==> config.mk <==
export PLATFORM = sky130hd
export DESIGN_NAME = gray_mem_arbiter
export DESIGN_NICKNAME = d
export VERILOG_FILES = /design/src/rtl/gray_mem_arbiter_pkg.sv /design/src/rtl/gray_arb_pick.sv /design/src/rtl/gray_mem_arbiter.sv
export SDC_FILE = /design/constraint.sdc
export NUM_CORES = 1
export LEC_CHECK = 0
export ABC_AREA = 1
export CAP_MARGIN = 40
export CORE_ASPECT_RATIO = 2
export CORE_UTILIZATION = 45
export DETAILED_ROUTE_END_ITERATION = 7
export GPL_ROUTABILITY_DRIVEN = 0
export PLACE_DENSITY = 0.85
export SLEW_MARGIN = 40
export SYNTH_ARGS = -nofsm -noshare
export SYNTH_HDL_FRONTEND = slang
export SYNTH_HIERARCHICAL = 1
export SYNTH_SLANG_ARGS = --single-unit
export TNS_END_PERCENT = 5
==> constraint.sdc <==
create_clock -name clk -period 4.7 [get_ports clk]
set_clock_uncertainty 0.15 [all_clocks]
set_input_delay 0.47 -clock clk [delete_from_list [all_inputs] [get_ports clk]]
set_output_delay 0.47 -clock clk [all_outputs]
set_load 0.02 [all_outputs]
==> src/rtl/gray_mem_arbiter_pkg.sv <==
`default_nettype none
// ============================================================================
// Module      : gray_mem_arbiter_pkg
// Description : Shared constants for the two-port gray image memory arbiter:
//               address/data widths, burst limit default, FSM state encoding
//               and a small helper mapping a requester id to its OWN state.
// Revision    : 1.0 - initial release
// ============================================================================
package gray_mem_arbiter_pkg;

    localparam int ADDR_W            = 14;   // {y[6:0], x[6:0]} of 128x128 image
    localparam int DATA_W            = 8;
    localparam int MAX_BURST_DEFAULT = 9;    // one 3x3 kernel
    localparam int CNT_W             = 4;

    localparam logic [1:0] IDLE = 2'd0;
    localparam logic [1:0] OWN0 = 2'd1;
    localparam logic [1:0] OWN1 = 2'd2;

    function automatic logic [1:0] own_state(input logic id);
        return id ? OWN1 : OWN0;
    endfunction

endpackage
`default_nettype wire

==> src/rtl/gray_arb_pick.sv <==
`default_nettype none
// ============================================================================
// Module      : gray_arb_pick
// Description : Two-way round-robin pick. The requester named by the pointer
//               wins if it is requesting, otherwise the other one.
// Ports       : i_req  - request pair {r1, r0}
//               i_ptr  - round-robin pointer (preferred id)
//               o_any  - at least one request is pending
//               o_pick - id of the winning requester
// Revision    : 1.0 - initial release
// ============================================================================
module gray_arb_pick (
    input  logic [1:0] i_req,
    input  logic       i_ptr,
    output logic       o_any,
    output logic       o_pick
);

    assign o_any  = |i_req;
    assign o_pick = i_req[i_ptr] ? i_ptr : ~i_ptr;

endmodule
`default_nettype wire

==> src/rtl/gray_mem_arbiter.sv <==
`default_nettype none
// ============================================================================
// Module      : gray_mem_arbiter
// Description : Arbitrates two read requesters onto one gray image memory.
//               Ownership-based: the owner streams up to MAX_BURST grants
//               while the other waits; read data returns two cycles after
//               each grant, in grant order, on a shared rdata bus.
// Ports       : clk, reset             - clock, synchronous active-high reset
//               rN_req/rN_addr/rN_gnt  - requester N address channel
//               rN_rvalid, rdata       - read return (rdata shared)
//               gray_ready/req/addr/data - image memory interface
// Revision    : 1.0 - initial release
// ============================================================================
module gray_mem_arbiter
    import gray_mem_arbiter_pkg::*;
#(
    parameter int MAX_BURST = MAX_BURST_DEFAULT
) (
    input  logic              clk,
    input  logic              reset,
    input  logic              r0_req,
    input  logic              r1_req,
    input  logic [ADDR_W-1:0] r0_addr,
    input  logic [ADDR_W-1:0] r1_addr,
    output logic              r0_gnt,
    output logic              r1_gnt,
    output logic              r0_rvalid,
    output logic              r1_rvalid,
    output logic [DATA_W-1:0] rdata,
    input  logic              gray_ready,
    output logic              gray_req,
    output logic [ADDR_W-1:0] gray_addr,
    input  logic [DATA_W-1:0] gray_data
);

    localparam logic [CNT_W-1:0] c_burst_last = CNT_W'(MAX_BURST - 1);
    localparam logic [CNT_W-1:0] c_burst_max  = CNT_W'(MAX_BURST);

    logic [1:0]        r_state;
    logic              r_ptr;
    logic [CNT_W-1:0]  r_cnt;
    logic              r_gray_req;
    logic [ADDR_W-1:0] r_gray_addr;
    logic              r_s1_id;      // owner of the read currently on gray_req
    logic [DATA_W-1:0] r_rdata;
    logic              r_rv_valid;
    logic              r_rv_id;

    logic [1:0]        w_req;
    logic              w_any;
    logic              w_pick;
    logic              w_owning;
    logic              w_own_id;
    logic              w_other_id;
    logic              w_other_req;
    logic              w_gnt;
    logic              w_burst_done;
    logic [1:0]        w_state_nxt;
    logic              w_ptr_nxt;
    logic [CNT_W-1:0]  w_cnt_nxt;

    assign w_req = {r1_req, r0_req};

    gray_arb_pick u_pick (
        .i_req  (w_req),
        .i_ptr  (r_ptr),
        .o_any  (w_any),
        .o_pick (w_pick)
    );

    assign w_owning     = (r_state == OWN0) || (r_state == OWN1);
    assign w_own_id     = (r_state == OWN1);
    assign w_other_id   = ~w_own_id;
    assign w_other_req  = w_req[w_other_id];
    // Gated by reset so no grant leaks out while the block is being cleared.
    assign w_gnt        = ~reset & w_owning & gray_ready & w_req[w_own_id];
    // >= rather than == covers the saturated case: after a long solo burst the
    // owner gets one final grant in the cycle the other requester shows up.
    assign w_burst_done = (r_cnt >= c_burst_last);

    assign r0_gnt = w_gnt & ~w_own_id;
    assign r1_gnt = w_gnt &  w_own_id;

    always_comb begin
        w_state_nxt = r_state;
        w_ptr_nxt   = r_ptr;
        w_cnt_nxt   = r_cnt;
        case (r_state)
            IDLE: begin
                if (gray_ready && w_any) begin
                    w_state_nxt = own_state(w_pick);
                    w_cnt_nxt   = '0;
                end
            end
            OWN0, OWN1: begin
                // A stalled memory freezes ownership and the burst count.
                if (gray_ready) begin
                    if (w_gnt) begin
                        if (w_burst_done && w_other_req) begin
                            w_state_nxt = own_state(w_other_id);
                            w_ptr_nxt   = w_other_id;
                            w_cnt_nxt   = '0;
                        end else if (r_cnt != c_burst_max) begin
                            w_cnt_nxt = r_cnt + 1'b1;
                        end
                    end else begin
                        w_ptr_nxt = w_other_id;
                        if (w_other_req) begin
                            w_state_nxt = own_state(w_other_id);
                            w_cnt_nxt   = '0;
                        end else begin
                            w_state_nxt = IDLE;
                        end
                    end
                end
            end
            default: w_state_nxt = IDLE;
        endcase
    end

    always_ff @(posedge clk) begin
        if (reset) begin
            r_state     <= IDLE;
            r_ptr       <= 1'b0;
            r_cnt       <= '0;
            r_gray_req  <= 1'b0;
            r_gray_addr <= '0;
            r_s1_id     <= 1'b0;
            r_rdata     <= '0;
            r_rv_valid  <= 1'b0;
            r_rv_id     <= 1'b0;
        end else begin
            r_state    <= w_state_nxt;
            r_ptr      <= w_ptr_nxt;
            r_cnt      <= w_cnt_nxt;
            r_gray_req <= w_gnt;
            if (w_gnt) begin
                r_gray_addr <= w_own_id ? r1_addr : r0_addr;
                r_s1_id     <= w_own_id;
            end
            if (r_gray_req) begin
                r_rdata <= gray_data;
            end
            // Second stage of the source-id pipeline: reads retire in order.
            r_rv_valid <= r_gray_req;
            r_rv_id    <= r_s1_id;
        end
    end

    assign gray_req  = r_gray_req;
    assign gray_addr = r_gray_addr;
    assign rdata     = r_rdata;
    assign r0_rvalid = r_rv_valid & ~r_rv_id;
    assign r1_rvalid = r_rv_valid &  r_rv_id;

endmodule
`default_nettype wire

# Word level (Yosys, flattened, before mapping)
# Index checks and enable logic that the tools add are counted.
# word_totals
input_bits	41
reg_bits	33
out_inout_bits	27
word_cells	69
# classes
n_reduce_logical	10
n_mux	25
bitwise	11
eq_ne	9
order_cmp	4
add_sub_neg	1
# ops
op	n
4-bit two-way mux	6
14-bit two-way mux	1
2-bit two-way mux	7
1-bit two-way mux	9
4-bit inequality test, second input constant	2
4-bit case mux with 2 select lines	1
1-bit AND	7
1-bit by 2-bit less-than comparator with 1-bit output, second input constant	3
3-bit inequality test, second input constant	2
3-bit AND reduction	2
5-bit AND reduction	1
4-bit by 1-bit adder with 4-bit output, second input constant	1
4-bit >= comparator, second input constant	1
2-bit inequality test, second input constant	2
1-bit inverter	4
2-bit case mux with 2 select lines	1
2-bit OR reduction	2
2-bit by 1-bit == test with 1-bit output, second input constant	1
2-bit == test, second input constant	1
1-bit logical AND	2
2-bit logical NOT	1
2-bit by 1-bit inequality test with 1-bit output, second input constant	1
2-bit nonzero test	1
1-bit logical OR	1

# Depth between registers and ports, before layout
# logic_depth
ltp_word	9
depth_mapped	11
ltp_nobuf	11

# By module
# Netlist, hierarchy kept.
# by_module_without_submodules
module	seq_area_each_um2	area_each_um2	cells_each	instances
gray_mem_arbiter	660.6	1562.7	213	1
gray_arb_pick	0.0	15.0	3	1

# Worst setup path before layout
# OpenSTA, ideal clock, no wires.
# synth_path
path_kind	register -> output
startpoint	reg r_state[1]
endpoint	out r1_gnt
t_required_ps	4080
slack_ps	2648
path_buffers	1
t_arrival_ps	1432
stages_incl_launch_ff	8
cell_sequence	dfxtp_1 > inv_1 > ha_1 > nand2_2 > nor2_4 > nand3_4 > nor2_4 > buf_6
# synth_between
elab_chain_cells	6
elab_cells_between_ends	9
cone_classes	eq/ne: 2; mux: 2; bitwise: 4; reduce/logical: 1
# synth_lines
element	line	text
start, declared	gray_mem_arbiter.sv:39	logic [1:0] r_state;
start signal, assigned	gray_mem_arbiter.sv:133	r_state <= w_state_nxt;
2-bit by 1-bit == test with 1-bit output / 2-bit == test (equally long branches)	gray_mem_arbiter.sv:71, gray_mem_arbiter.sv:72	
1-bit logical OR	gray_mem_arbiter.sv:71	assign w_owning = (r_state == OWN0) || (r_state == OWN1);
1-bit AND (3 in series)	gray_mem_arbiter.sv:76	assign w_gnt = ~reset & w_owning & gray_ready & w_req[w_own_id];
1-bit AND (*)	gray_mem_arbiter.sv:82	assign r1_gnt = w_gnt & w_own_id;
end, declared	gray_mem_arbiter.sv:26	output logic r1_gnt,
# Every way passes the cells marked *; elsewhere a longest branch is shown, timed or not. The select of a mux whose other input is x is not followed.

# Final worst setup path
# Same ends and word-level chain as after synthesis.

==> flow_summary.yaml <==
outcome:
  status: "finished, final reports clean"
die:
  core.rowCount: 30
  core-area_sq_um: 3380
  die_h_um: 85.7
  start_util_pct: 46.7
  die_x_um: 43.9
  ios: 68
  die-area_sq_um: 3760
critical_path:
  crit_top_cell: "nor2_4"
  crit_family: "simple AND/OR/NAND/NOR gates"
  crit_chain: "inv_1 -> ha_1 -> nand2_2 -> nor2_4 -> nand3_4 -> nor2_4 -> clkdlybuf4s50_1"
  critPathCaptureType: "output port"
  cp.required_ns: 4.08
  critPathBufInv: 2
  arrival_ns: 2.63
  slowest_delay_ns: 0.67
  cp_slowest_cell: "clkdlybuf4s50_1"
  start_kind: "flop"
  criticalPathCategory: "reg2out"
  cp_max_fo: 19
timing:
  post-route-period-util_pct: 69.1
  setup_ws_ns: 1.45
  period_minus_slack_ns: 3.25
  hold_viol_final: 0
  slew_headroom_pct: 78.0
  fmax_mhz: 308
  rsz0062_at_grt: "no"
  tightestPinTransition_ns: 0.329
  fin_setup_tns_ns: 0
  slew_violations: 0
  setup_viol: 0
  hold_slack_ns: 0.272
final_layout:
  final_core_util_pct: 69.4
  area_growth_pct: 48.5
  stdcell_count: 318
  multi_input_area_sq_um: 803
  fillers: 278
  final-seq-area_sq_um: 661
  final_common_cell: "nand2_1"
  nets: 333
  final_area_sq_um: 2340
  diodes: 0
  final_cell_mix: "68 x nand2_1, 67 x clkdlybuf4s50_1, 33 x dfxtp_1, 25 x nor2_1, 18 x inv_1"
  drive_gt1_share_pct: 6.29
place:
  dp_slack_ns: 1.58
  numPortBuffers: 67
  dpl.cell_count: 310
  hpwl_um: 3050
  place_area_sq_um: 2260
power_and_ir_drop:
  leakagePower_nw: 0.912
  powerDensity_nw_per_um2: 351
  peakVddDrop_uv: 267
  total_power_mw: 0.823
detailed_routing:
  firstDrtPassIters: 6
  ant_nets: 0
  post_drt_wl_per_cell_um: 12.4
  vias: 1601
  drt_iter0_markers: 28
  via_per_inst: 5.03
  drt_wl_total_um: 3930
  drc_errors: 0
synth:
  yosys_warnings: 6
  yosysSeqAreaShare_pct: 41.9
  synth_area_sq_um: 1580
  ys_ff_latch: 33
  netlist_instances: 216
  yosys.cell_types.count: 26
  syn_nets: 264
  avgSynthCellArea_sq_um: 7.30
clocking:
  cts-root-buf: "clkbuf_8"
  cts_tree: "yes"
  clockBufferDepth: 2
  postCtsSetupRepairBufs: 0
  htree_levels: 2
  cts.clk_slew.worst_paths_ns: 0.07
  clk_latency_ns: 0.29
  holdBufCountCts: 0
  numClockSinks: 33
  cts_buffers: 5
  cts_resized: 0
global_route:
  grt_max_degree: 23
  grt_pass1_vias: 1577
  antenna_found_initial: 0
  grt_pass1_wl_um: 6820
  overflow: 0
  track_usage_pct: 24.1
min_path:
  hold_class: "reg2reg"
flow_run:
  maxCapViolCount: 0
[registers in the layout (all words and copies together) (netlist names)]
name        cells
r_rv_valid      1
gray_addr      14
r_cnt           4
r_state         2
gray_req        1
r_s1_id         1
r_ptr           1
r_rv_id         1
rdata           8
[Yosys cell counts]
| library cell | number | share of area (%) |
|---|---|---|
| nand2_1 | 68 | 16 |
| dfxtp_1 | 33 | 42 |
| nor2_1 | 25 | 5.9 |
| inv_1 | 18 | 4.3 |
| a31oi_1 | 14 | 5.6 |
| o21ai_0 | 11 | 3.5 |
| nand3_1 | 9 | 2.9 |
| a21oi_1 | 7 | 2.2 |
| ha_1 | 7 | 5.6 |
| clkbuf_1 | 3 | 0.71 |
| nand4_1 | 3 | 1.2 |
| buf_6 | 2 | 1.4 |
| nor2_4 | 2 | 1.4 |
| o21bai_1 | 2 | 0.95 |
| and2_1 | 1 | 0.40 |
| clkbuf_2 | 1 | 0.32 |
| clkinv_1 | 1 | 0.24 |
| inv_2 | 1 | 0.24 |
| nand2_2 | 1 | 0.40 |
| nand3_2 | 1 | 0.63 |
| nand3_4 | 1 | 1.1 |
| nor2_2 | 1 | 0.40 |
| nor2_8 | 1 | 1.3 |
| or2_1 | 1 | 0.40 |
| or2_2 | 1 | 0.40 |
| xnor2_1 | 1 | 0.56 |
[where the power goes]
| group | switching, mW | internal [mW] |
|---|---|---|
| Sequential | 0.0246 | 0.313 |
| Clock | 0.104 | 0.102 |
| Combinational | 0.158 | 0.122 |
[final timing paths]
kind         startpoint            end  slack (ns)  cells past startpoint
max          r_state[1]         r1_gnt        1.45                      7
min             r_s1_id        r_rv_id        0.27                      2
max reg2reg  r_state[1]  gray_addr[10]        2.52                      8
min reg2reg     r_s1_id        r_rv_id        0.27                      2
[worst min-delay path, delay by kind of cell, from the launching register on]
| family | cells | cell delay [ns] |
|---|---|---|
| buf+inv | 1 | 0.04 |
| simple gates | 1 | 0.04 |
| flops | 1 | 0.30 |
[kinds of logic (layout without fill, tap and decap cells)]
logic type | after synthesis | after routing | synth area share (%)
compound gates | 34 | 34 | 12.2
xor+xnor | 1 | 1 | 0.555
fa+ha+maj | 7 | 7 | 5.55
buf+inv | 26 | 96 | 7.22
flops | 33 | 33 | 41.9
simple gates | 115 | 115 | 32.6
[layout make-up]
type	count	area share (%)
clock buffer	5	2.94
clock inverter	3	0.747
inverter	20	3.20
multi-input combinational	157	34.3
sequential	33	28.2
tap	32	1.71
timing repair buffer	68	28.9
[layer usage]
layer / global-route usage, % / vias to the layer above / wire (um)
li1: - / 830 / -
met1: 23.9 / 702 / 1360
met2: 42.9 / 53 / 2220
met3: 5.68 / 16 / 156
met4: 14.9 / 0 / 188
met5: 0 / - / 0
Note: power is estimated with default switching activity, not from simulation.
